[src/rtl/spi_ram_bank_if.sv]
// Command/response bus between the SPI slave (master side) and the memory target (slave side).
interface spi_ram_bank_if #(
  parameter int DATA_W = 8
);
  logic [DATA_W+1:0] rx_data;
  logic              rx_valid;
  logic [DATA_W-1:0] tx_data;
  logic              tx_valid;
  logic              tx_ready;
  logic              cmd_err;
  logic              ovr_err;

  modport master (
    output rx_data, rx_valid, tx_ready,
    input  tx_data, tx_valid, cmd_err, ovr_err
  );

  modport slave (
    input  rx_data, rx_valid, tx_ready,
    output tx_data, tx_valid, cmd_err, ovr_err
  );
endinterface

[src/rtl/spi_ram_bank.sv]
// Parametrised single-port memory target behind the SPI slave.
// Decodes 2-bit commands into write/read address loads and data accesses,
// with independent auto-incrementing pointers and a one-entry output slot.
module spi_ram_bank #(
  parameter int DATA_W    = 8,
  parameter int ADDR_W    = 8,
  parameter int MEM_DEPTH = 256,
  parameter int AUTO_INC  = 1
) (
  input  logic          clk,
  input  logic          rst,
  spi_ram_bank_if.slave bus
);

  typedef enum logic [1:0] {
    CMD_WADDR = 2'b00,
    CMD_WDATA = 2'b01,
    CMD_RADDR = 2'b10,
    CMD_RDATA = 2'b11
  } cmd_e;

  localparam int                IDX_W   = (MEM_DEPTH > 1) ? $clog2(MEM_DEPTH) : 1;
  localparam logic [ADDR_W:0]   DEPTH_V = (ADDR_W+1)'(MEM_DEPTH);
  localparam logic [ADDR_W-1:0] LAST    = ADDR_W'(MEM_DEPTH - 1);

  logic [DATA_W-1:0] mem [MEM_DEPTH];

  logic [ADDR_W-1:0] wr_ptr_q, wr_ptr_d;
  logic [ADDR_W-1:0] rd_ptr_q, rd_ptr_d;
  logic              wr_vld_q, wr_vld_d;
  logic              rd_vld_q, rd_vld_d;
  logic [DATA_W-1:0] tx_data_q, tx_data_d;
  logic              tx_valid_q, tx_valid_d;
  logic              cmd_err_q, cmd_err_d;
  logic              ovr_err_q, ovr_err_d;

  cmd_e              cmd;
  logic [DATA_W-1:0] payload;
  logic [ADDR_W-1:0] addr_in;
  logic              addr_ok;
  logic              slot_free;
  logic              rd_take;
  logic              mem_we;

  // Post-increment with wrap at the last implemented word; holds when auto-increment is off.
  function automatic logic [ADDR_W-1:0] ptr_next(input logic [ADDR_W-1:0] p);
    if (AUTO_INC == 0)
      return p;
    else if (p == LAST)
      return '0;
    else
      return p + ADDR_W'(1);
  endfunction

  // Field split and address range check of the incoming command.
  always_comb begin
    cmd       = cmd_e'(bus.rx_data[DATA_W+1:DATA_W]);
    payload   = bus.rx_data[DATA_W-1:0];
    addr_in   = payload[ADDR_W-1:0];
    addr_ok   = ({1'b0, addr_in} < DEPTH_V);
    slot_free = !tx_valid_q || bus.tx_ready;
  end

  // Command decode, pointer updates, error pulses and output slot next state.
  always_comb begin
    wr_ptr_d   = wr_ptr_q;
    rd_ptr_d   = rd_ptr_q;
    wr_vld_d   = wr_vld_q;
    rd_vld_d   = rd_vld_q;
    tx_data_d  = tx_data_q;
    tx_valid_d = tx_valid_q;
    cmd_err_d  = 1'b0;
    ovr_err_d  = 1'b0;
    mem_we     = 1'b0;
    rd_take    = 1'b0;

    if (bus.rx_valid) begin
      unique case (cmd)
        CMD_WADDR: begin
          if (addr_ok) begin
            wr_ptr_d = addr_in;
            wr_vld_d = 1'b1;
          end else begin
            cmd_err_d = 1'b1;
          end
        end
        CMD_WDATA: begin
          if (wr_vld_q) begin
            mem_we   = 1'b1;
            wr_ptr_d = ptr_next(wr_ptr_q);
          end else begin
            cmd_err_d = 1'b1;
          end
        end
        CMD_RADDR: begin
          if (addr_ok) begin
            rd_ptr_d = addr_in;
            rd_vld_d = 1'b1;
          end else begin
            cmd_err_d = 1'b1;
          end
        end
        CMD_RDATA: begin
          if (!rd_vld_q) begin
            cmd_err_d = 1'b1;
          end else if (!slot_free) begin
            ovr_err_d = 1'b1;
          end else begin
            rd_take  = 1'b1;
            rd_ptr_d = ptr_next(rd_ptr_q);
          end
        end
      endcase
    end

    // A new word refills the slot in the same cycle the old one retires.
    if (rd_take) begin
      tx_data_d  = mem[rd_ptr_q[IDX_W-1:0]];
      tx_valid_d = 1'b1;
    end else if (tx_valid_q && bus.tx_ready) begin
      tx_valid_d = 1'b0;
    end
  end

  // Control state registers with synchronous reset.
  always_ff @(posedge clk) begin
    if (rst) begin
      wr_ptr_q   <= '0;
      rd_ptr_q   <= '0;
      wr_vld_q   <= 1'b0;
      rd_vld_q   <= 1'b0;
      tx_data_q  <= '0;
      tx_valid_q <= 1'b0;
      cmd_err_q  <= 1'b0;
      ovr_err_q  <= 1'b0;
    end else begin
      wr_ptr_q   <= wr_ptr_d;
      rd_ptr_q   <= rd_ptr_d;
      wr_vld_q   <= wr_vld_d;
      rd_vld_q   <= rd_vld_d;
      tx_data_q  <= tx_data_d;
      tx_valid_q <= tx_valid_d;
      cmd_err_q  <= cmd_err_d;
      ovr_err_q  <= ovr_err_d;
    end
  end

  // Memory array: not reset; writes suppressed while reset is asserted.
  always_ff @(posedge clk) begin
    if (mem_we && !rst)
      mem[wr_ptr_q[IDX_W-1:0]] <= payload;
  end

  assign bus.tx_data  = tx_data_q;
  assign bus.tx_valid = tx_valid_q;
  assign bus.cmd_err  = cmd_err_q;
  assign bus.ovr_err  = ovr_err_q;

endmodule

[src/flat_wrapper.sv]
// flat-port wrapper written by rule: the top's interface ports become plain ports
module spi_ram_bank_flat 
#(
  parameter int DATA_W    = 8,
  parameter int ADDR_W    = 8,
  parameter int MEM_DEPTH = 256,
  parameter int AUTO_INC  = 1
)
  (clk, rst, bus_rx_data, bus_rx_valid, bus_tx_ready, bus_tx_data, bus_tx_valid, bus_cmd_err, bus_ovr_err);
  spi_ram_bank_if #(.DATA_W(DATA_W)) bus_i ();
  input  logic clk;
  input  logic rst;
  input wire logic [$bits(bus_i.rx_data)-1:0] bus_rx_data;
  input wire logic [$bits(bus_i.rx_valid)-1:0] bus_rx_valid;
  input wire logic [$bits(bus_i.tx_ready)-1:0] bus_tx_ready;
  output wire logic [$bits(bus_i.tx_data)-1:0] bus_tx_data;
  output wire logic [$bits(bus_i.tx_valid)-1:0] bus_tx_valid;
  output wire logic [$bits(bus_i.cmd_err)-1:0] bus_cmd_err;
  output wire logic [$bits(bus_i.ovr_err)-1:0] bus_ovr_err;
  assign bus_i.rx_data = bus_rx_data;
  assign bus_i.rx_valid = bus_rx_valid;
  assign bus_i.tx_ready = bus_tx_ready;
  assign bus_tx_data = bus_i.tx_data;
  assign bus_tx_valid = bus_i.tx_valid;
  assign bus_cmd_err = bus_i.cmd_err;
  assign bus_ovr_err = bus_i.ovr_err;
  spi_ram_bank #(.DATA_W(DATA_W), .ADDR_W(ADDR_W), .MEM_DEPTH(MEM_DEPTH), .AUTO_INC(AUTO_INC)) u_core (.clk(clk), .rst(rst), .bus(bus_i));
endmodule
[config.mk]
export PLATFORM = sky130hd
export DESIGN_NAME = spi_ram_bank_flat
export DESIGN_NICKNAME = d
export VERILOG_FILES = /design/src/rtl/spi_ram_bank_if.sv /design/src/rtl/spi_ram_bank.sv /design/src/flat_wrapper.sv
export SDC_FILE = /design/constraint.sdc
export NUM_CORES = 2
export LEC_CHECK = 0
export BUFFER_PORTS_ARGS = -buffer_cell sky130_fd_sc_hd__buf_2
export CELL_PAD_IN_SITES_DETAIL_PLACEMENT = 1
export CELL_PAD_IN_SITES_GLOBAL_PLACEMENT = 2
export CORE_MARGIN = 10
export CORE_UTILIZATION = 46
export CTS_BUF_LIST = sky130_fd_sc_hd__clkbuf_16
export DETAILED_ROUTE_END_ITERATION = 10
export PLACE_DENSITY = 0.86
export SETUP_SLACK_MARGIN = 0.05
export SLEW_MARGIN = 20
export SYNTH_ARGS = -nofsm -noshare
export SYNTH_HDL_FRONTEND = slang
export SYNTH_SLANG_ARGS = --single-unit
[constraint.sdc]
create_clock -name clk -period 2.7 [get_ports clk]
set_input_delay 0.675 -clock clk [delete_from_list [all_inputs] [get_ports clk]]
set_output_delay 0.675 -clock clk [all_outputs]
set_load 0.01 [all_outputs]
# After elaboration in Yosys (flattened, before gate mapping)
# Memories as Yosys holds them, arrays and structs flattened. A register that Yosys moved wholly into a read port is not among the register bits.
# Cells that the tools add are included.
totals:
  output_inout_bits: 11
  ram_bits: 2048
  ff_bits: 21
  mem_count: 1
  inputBits: 14
mem_list:
  columns: ["name", "words", "word_bits", "read_ports", "rd_clocked_by_memory_dff", "wr", "line", "rtl"]
  rows:
  - ["u_core.mem", 256, 8, 1, 1, 1, "spi_ram_bank.sv:26", "logic [DATA_W-1:0] mem [MEM_DEPTH];"]
classes:
  bitwise_logic: 3
  n_mux: 22
  n_reduce_logical: 16
  eq_ne: 8
  addsub: 2
ops:
  columns: ["cell", "count"]
  rows:
  - ["$mux 8", 5]
  - ["$pmux 8 s2", 2]
  - ["$add 8x1->8 const B", 2]
  - ["$eq 8x8->1 const B", 2]
  - ["$mux 1", 14]
  - ["$ne 2x1->1 const B", 3]
  - ["$reduce_bool 2->1", 3]
  - ["$eq 2x2->1 const B", 2]
  - ["$reduce_and 2->1", 2]
  - ["$reduce_and 4->1", 1]
  - ["$reduce_or 2->1", 2]
  - ["$reduce_or 4->1", 1]
  - ["$not 1->1", 3]
  - ["$pmux 1 s3", 1]
  - ["$reduce_and 3->1", 1]
  - ["$eq 2x1->1 const B", 1]
  - ["$logic_and 1x1->1", 2]
  - ["$logic_not 1->1", 2]
  - ["$logic_not 2->1", 1]
  - ["$logic_or 1x1->1", 1]

# Logic depth before layout (Yosys ltp)
depth:
  word_depth: 7
  mapped_depth: 13
  depth_no_buf: 7

# Worst setup path after synthesis
# OpenSTA, ideal clock, no wires.
synth_timing:
  kind: "input port to flip-flop"
  from: "input port rst"
  to: "memory u_core.mem[100][0] (enable)"
  cell_stages: 8
  n_path_buf: 4
  slack_ps: -183
  arrival_time_ps: 2512
  cell_sequence: "clkbuf_1 nor2b_1 and3_1 clkbuf_1 clkbuf_1 nand3_1 clkbuf_1 nor2_1"
synth_between:
  elab_chain_cells: 4
synth_rtl:
  columns: ["item", "line", "rtl"]
  rows:
  - ["start, declared", "flat_wrapper.sv:12", "input logic rst;"]
  - ["$logic_not 1->1", "spi_ram_bank.sv:150", "if (mem_we && !rst)"]
  - ["$logic_and 1x1->1", "spi_ram_bank.sv:150", null]
  - ["$mux 1", "spi_ram_bank.sv:150", null]
  - ["$mux 1 (implied by the code)", "spi_ram_bank.sv:151", "mem[wr_ptr_q[IDX_W-1:0]] <= payload;"]
  - ["end, declared", "spi_ram_bank.sv:26", null]
# Every way passes these cells.

==> Flow_metrics.wiki <==
{| class="wikitable"
! Metric !! Value
|-
| Status || finished, violations left
|-
| Violations in the final reports || negative setup slack
|-
| Met3 routing resource usage after global routing || 5.362%
|-
| Fraction of layout cells with a size suffix above 1 || 37.30%
|-
| Global-route met2 utilization || 43.27%
|-
| Relative slew slack || roughly 34%
|-
| Period Utilization, post-route || 108.8%
|-
| Fraction of power consumed by the clock network || 42.9%
|-
| Critical path launch point type || flip-flop
|-
| Grt total ovfl || 0
|-
| Floorplan Core Area || 175900 sq um
|-
| I/O pin cnt || 25
|-
| Hold Buf Count CTS || 0
|-
| Clk slew on worst S/H paths || 0.07 ns
|-
| Fin nets || 4639
|-
| Primary FF master, synth || edfxtp_1
|-
| Async SR Flop Fraction || 0%
|-
| Critical Path RT || 3.44 ns
|-
| Min Tclk post-route || 2.937 ns
|-
| Most prevalent standard cell on the critical path || buf_4
|-
| Slew @ Worst Pin || roughly 0.98 ns
|-
| Pwr/cell area || 693.2 nW/um^2
|-
| Pin count of the biggest net entering global routing || 85
|-
| Mean instance size in the synthesized netlist || 20.94 sq um
|-
| Maximum Capacitance Violations || 0
|-
| Sequence of cells on the critical path || buf_12, buf_12, buf_4, buf_4, mux4_2, a211oi_1, o32ai_1, nor3_4, buf_4, a41oi_1
|-
| Met1 Use GR || approximately a third
|-
| Combined global-route utilization of all metal layers || 26.34%
|-
| Cell count along the critical path || 10
|-
| Std cell rows || 154
|-
| Final cell count without fillers || around 7100
|-
| Area of the mapped netlist || just over 80000 sq um
|-
| Total die area || 193900 sq um
|-
| Antenna violations before repair || 7
|-
| Cell internal power dissipation || roughly 0.053 W
|-
| Detailed router's first-iteration violation count || 7277
|-
| Vertical die dimension || 440.3 microns
|-
| Number of max-slew violations in the final report || 0
|-
| Via count of the first global-routing pass || 47792
|-
| Clock tree from TritonCTS || yes
|-
| Crit path DAT || 3.68 ns
|-
| Half-perimeter wire length after detailed placement || around 160000 microns
|-
| Number of nets with antenna violations after routing || 0
|-
| Type of the worst setup path || flip-flop to flip-flop
|-
| Maximum clock frequency || 0.3405 GHz
|-
| Total of buffers placed on input and output ports || 24
|-
| Gpl congestion || 0.8840
|-
| Reg2reg path depth || 10
|-
| Max VDD drop || 0.7839 mV
|-
| Static Leakage || 31.54 nW
|-
| Worst Path Max Fanout || 26
|-
| Final hold viol count || 0
|-
| Setup repair after global routing missed its margin || true
|-
| Routed wirelength normalized by instance count || 36.43 microns
|-
| Yosys warns || 0
|-
| Core occupancy in the finished layout || a little under three fifths
|-
| Placed Cells incl. Taps || between 6000 and 7000
|-
| Area share of the leading cell type in the synthesized netlist || 75.68%
|-
| Dominant cells by area after synthesis || edfxtp_1 (76%), mux4_2 (14%), mux2i_1 (2.1%), nor2_1 (1.5%), dfxtp_1 (0.71%)
|-
| Most frequent cell after synthesis || edfxtp_1
|-
| Number of H-tree branching levels || 4
|-
| Global-route wire length before repair || about 370000 microns
|-
| Sum of routed wire length over all layers || 260100 microns
|-
| Final-report setup violation count || 8
|-
| Total clock buffers created by CTS || 203
|-
| Final Total Pwr || 0.06855 W
|-
| Via total after detailed routing || between 40000 and 50000
|-
| Sequential power share || about half
|-
| Cell type with the highest aggregate area in the netlist || edfxtp_1
|-
| Number of instances in the synthesized netlist || around 3900
|-
| Cell count of the worst hold path || 4
|-
| CP bufs+invs || 5
|-
| Top Usage Layer GRT || met2
|-
| Signed area change from the synthesized netlist to the final layout || 21.68%
|-
| Net load switching power || 0.01529 W
|-
| Worst setup slack after layout || -0.2371 ns
|-
| Biggest cell delay along the critical path || 0.44 ns
|-
| Routed vias/inst || 6.496
|-
| Hold crit path type || input pin to flip-flop
|-
| Clock buffer depth || 3
|-
| Sequential area share after synthesis || between 70% and 80%
|-
| Root buffer selected by CTS || clkbuf_16
|-
| Switch share || 22.30%
|-
| Number of clock sinks || 2077
|-
| #FFs+latches synth || approximately 2100
|-
| Top cells by instance count after synthesis || edfxtp_1 (2048), mux4_2 (491), nor2_1 (319)
|-
| Synthesized Nets || 3899
|-
| Comb power frac || under 10%
|-
| Master of the slowest instance on the critical path || dfxtp_4
|-
| Clk_skew || 0.07046 ns
|-
| Post-synth EDFFs || 2048
|-
| Clock insertion delay at the later pin of the skew report || just under 0.9 ns
|-
| Count of unresolved DRC violations after routing || 0
|-
| Iteration count of the initial detailed-routing pass || 6
|-
| Gate family responsible for the most delay along the worst path || buffers and inverters
|-
| Initial core utilization || 46.19%
|-
| Die Width || 440.3 microns
|-
| Count of unique library cells instantiated by Yosys || 66
|-
| Endpoint kind of the worst setup timing path || flip-flop
|}
==> power groups by stage <==
stage               combinational [W]  sequential (W)  clock [W]
finish                        0.00374          0.0354     0.0294
global route                  0.00388          0.0354     0.0309
floorplan                     0.00165          0.0361          0
global placement              0.00322          0.0361          0
CTS                           0.00358          0.0354     0.0294
detailed placement            0.00336          0.0361          0
==> timing repair <==
| item | in CTS | in global routing |
|---|---|---|
| setup endpoints to repair | 8 | 9 |
| cloned | 4 | 2 |
| resized for setup | 119 | 52 |
| buffers inserted | 19 | 28 |
| pin swaps | 18 | 15 |
==> sequential cells by signal, indices dropped and copies added, names as in the netlist <==
register             flops
u_core.bus.cmd_err       1
u_core.bus.ovr_err       1
u_core.bus.tx_data       8
u_core.bus.tx_valid      1
u_core.mem            2048
u_core.rd_ptr_q          8
u_core.rd_vld_q          1
u_core.wr_ptr_q          8
u_core.wr_vld_q          1
==> cell type report <==
class,count,area [sq um]
repair buffers,770,7996
clock inverters,178,1790
diodes,2,5.005
multi-input cells,1558,18940
flip-flops and latches,2077,62100
well taps,2340,2928
inverters,10,38.79
fillers,15060,77040
clock buffers,203,5080
==> cell families (layout without fill, tap and decap cells) <==
kind of cell / count (synthesis) / count (layout) / synth area share, %
other cells: 0 / 2 / 0
fa+ha+maj: 5 / 5 / 0.07698
mux: 680 / 680 / 15.96
buf+inv: 245 / 1161 / 1.808
flops: 2077 / 2077 / 76.39
simple gates: 564 / 564 / 3.039
compound gates: 308 / 308 / 2.713
xor+xnor: 1 / 1 / 0.01078
==> metal layers <==
layer / share of wire (%) / vias up
met3: 9.8 / 772
met2: 49 / 3492
li1: - / 17684
met1: 35 / 24415
met4: 5.7 / 8
met5: 0.017 / -
==> path summary, 6_finish.rpt <==
kind / start / slack, ns / end
worst max-delay path: u_core.rd_ptr_q[1] / -0.24 / u_core.bus.tx_data[4]
worst min-delay path: rst / 0.12 / u_core.bus.ovr_err
worst max register to register: u_core.rd_ptr_q[1] / -0.24 / u_core.bus.tx_data[4]
worst min register to register: u_core.wr_vld_q / 0.52 / u_core.wr_vld_q
==> tightest hold or removal path: stages <==
cell and delay (ns):
buf_2 0.10, nor2b_1 0.08, nand2_1 0.07, nor3_1 0.04
==> layout by cell type, fill, tap and decap left out, types with 12 or more instances in the layout <==
cell type and n:
mux2i_2 15, buf_2 16, a211oi_1 28, o21ai_0 24
bufinv_16 26, buf_12 150, buf_4 572, a21oi_1 23
nor2b_1 13, mux4_2 491, and2_1 17, mux2i_1 158
nand2_1 80, nor2_1 223, a22oi_1 48, a211oi_2 21
nand3_1 33, nand3_2 12, dfxtp_1 24, mux2_2 15
edfxtp_1 2048, o22ai_1 46, clkinv_2 33, clkinv_16 12
inv_1 42, nor2_2 33, clkbuf_16 205, nor3_1 13
nor2_4 63, clkinv_1 57
==> metrics by stage <==
step / setup TNS [ns] / setup slack (ns) / cell area [sq um] / hold slack (ns)
after floorplan: -3.441 / -0.02176 / 81810 / 0.4535
final: -1.305 / -0.2371 / 98880 / 0.1187
after global routing: -1.420 / -0.2213 / 98870 / 0.1186
after detailed placement: -18.33 / -0.7729 / 90620 / 0.5073
after CTS: -0.7036 / -0.1145 / 98340 / 0.08547
after global placement: -10.23 / -0.6559 / 90620 / 0.4864
(Power assumes the default switching activity.)
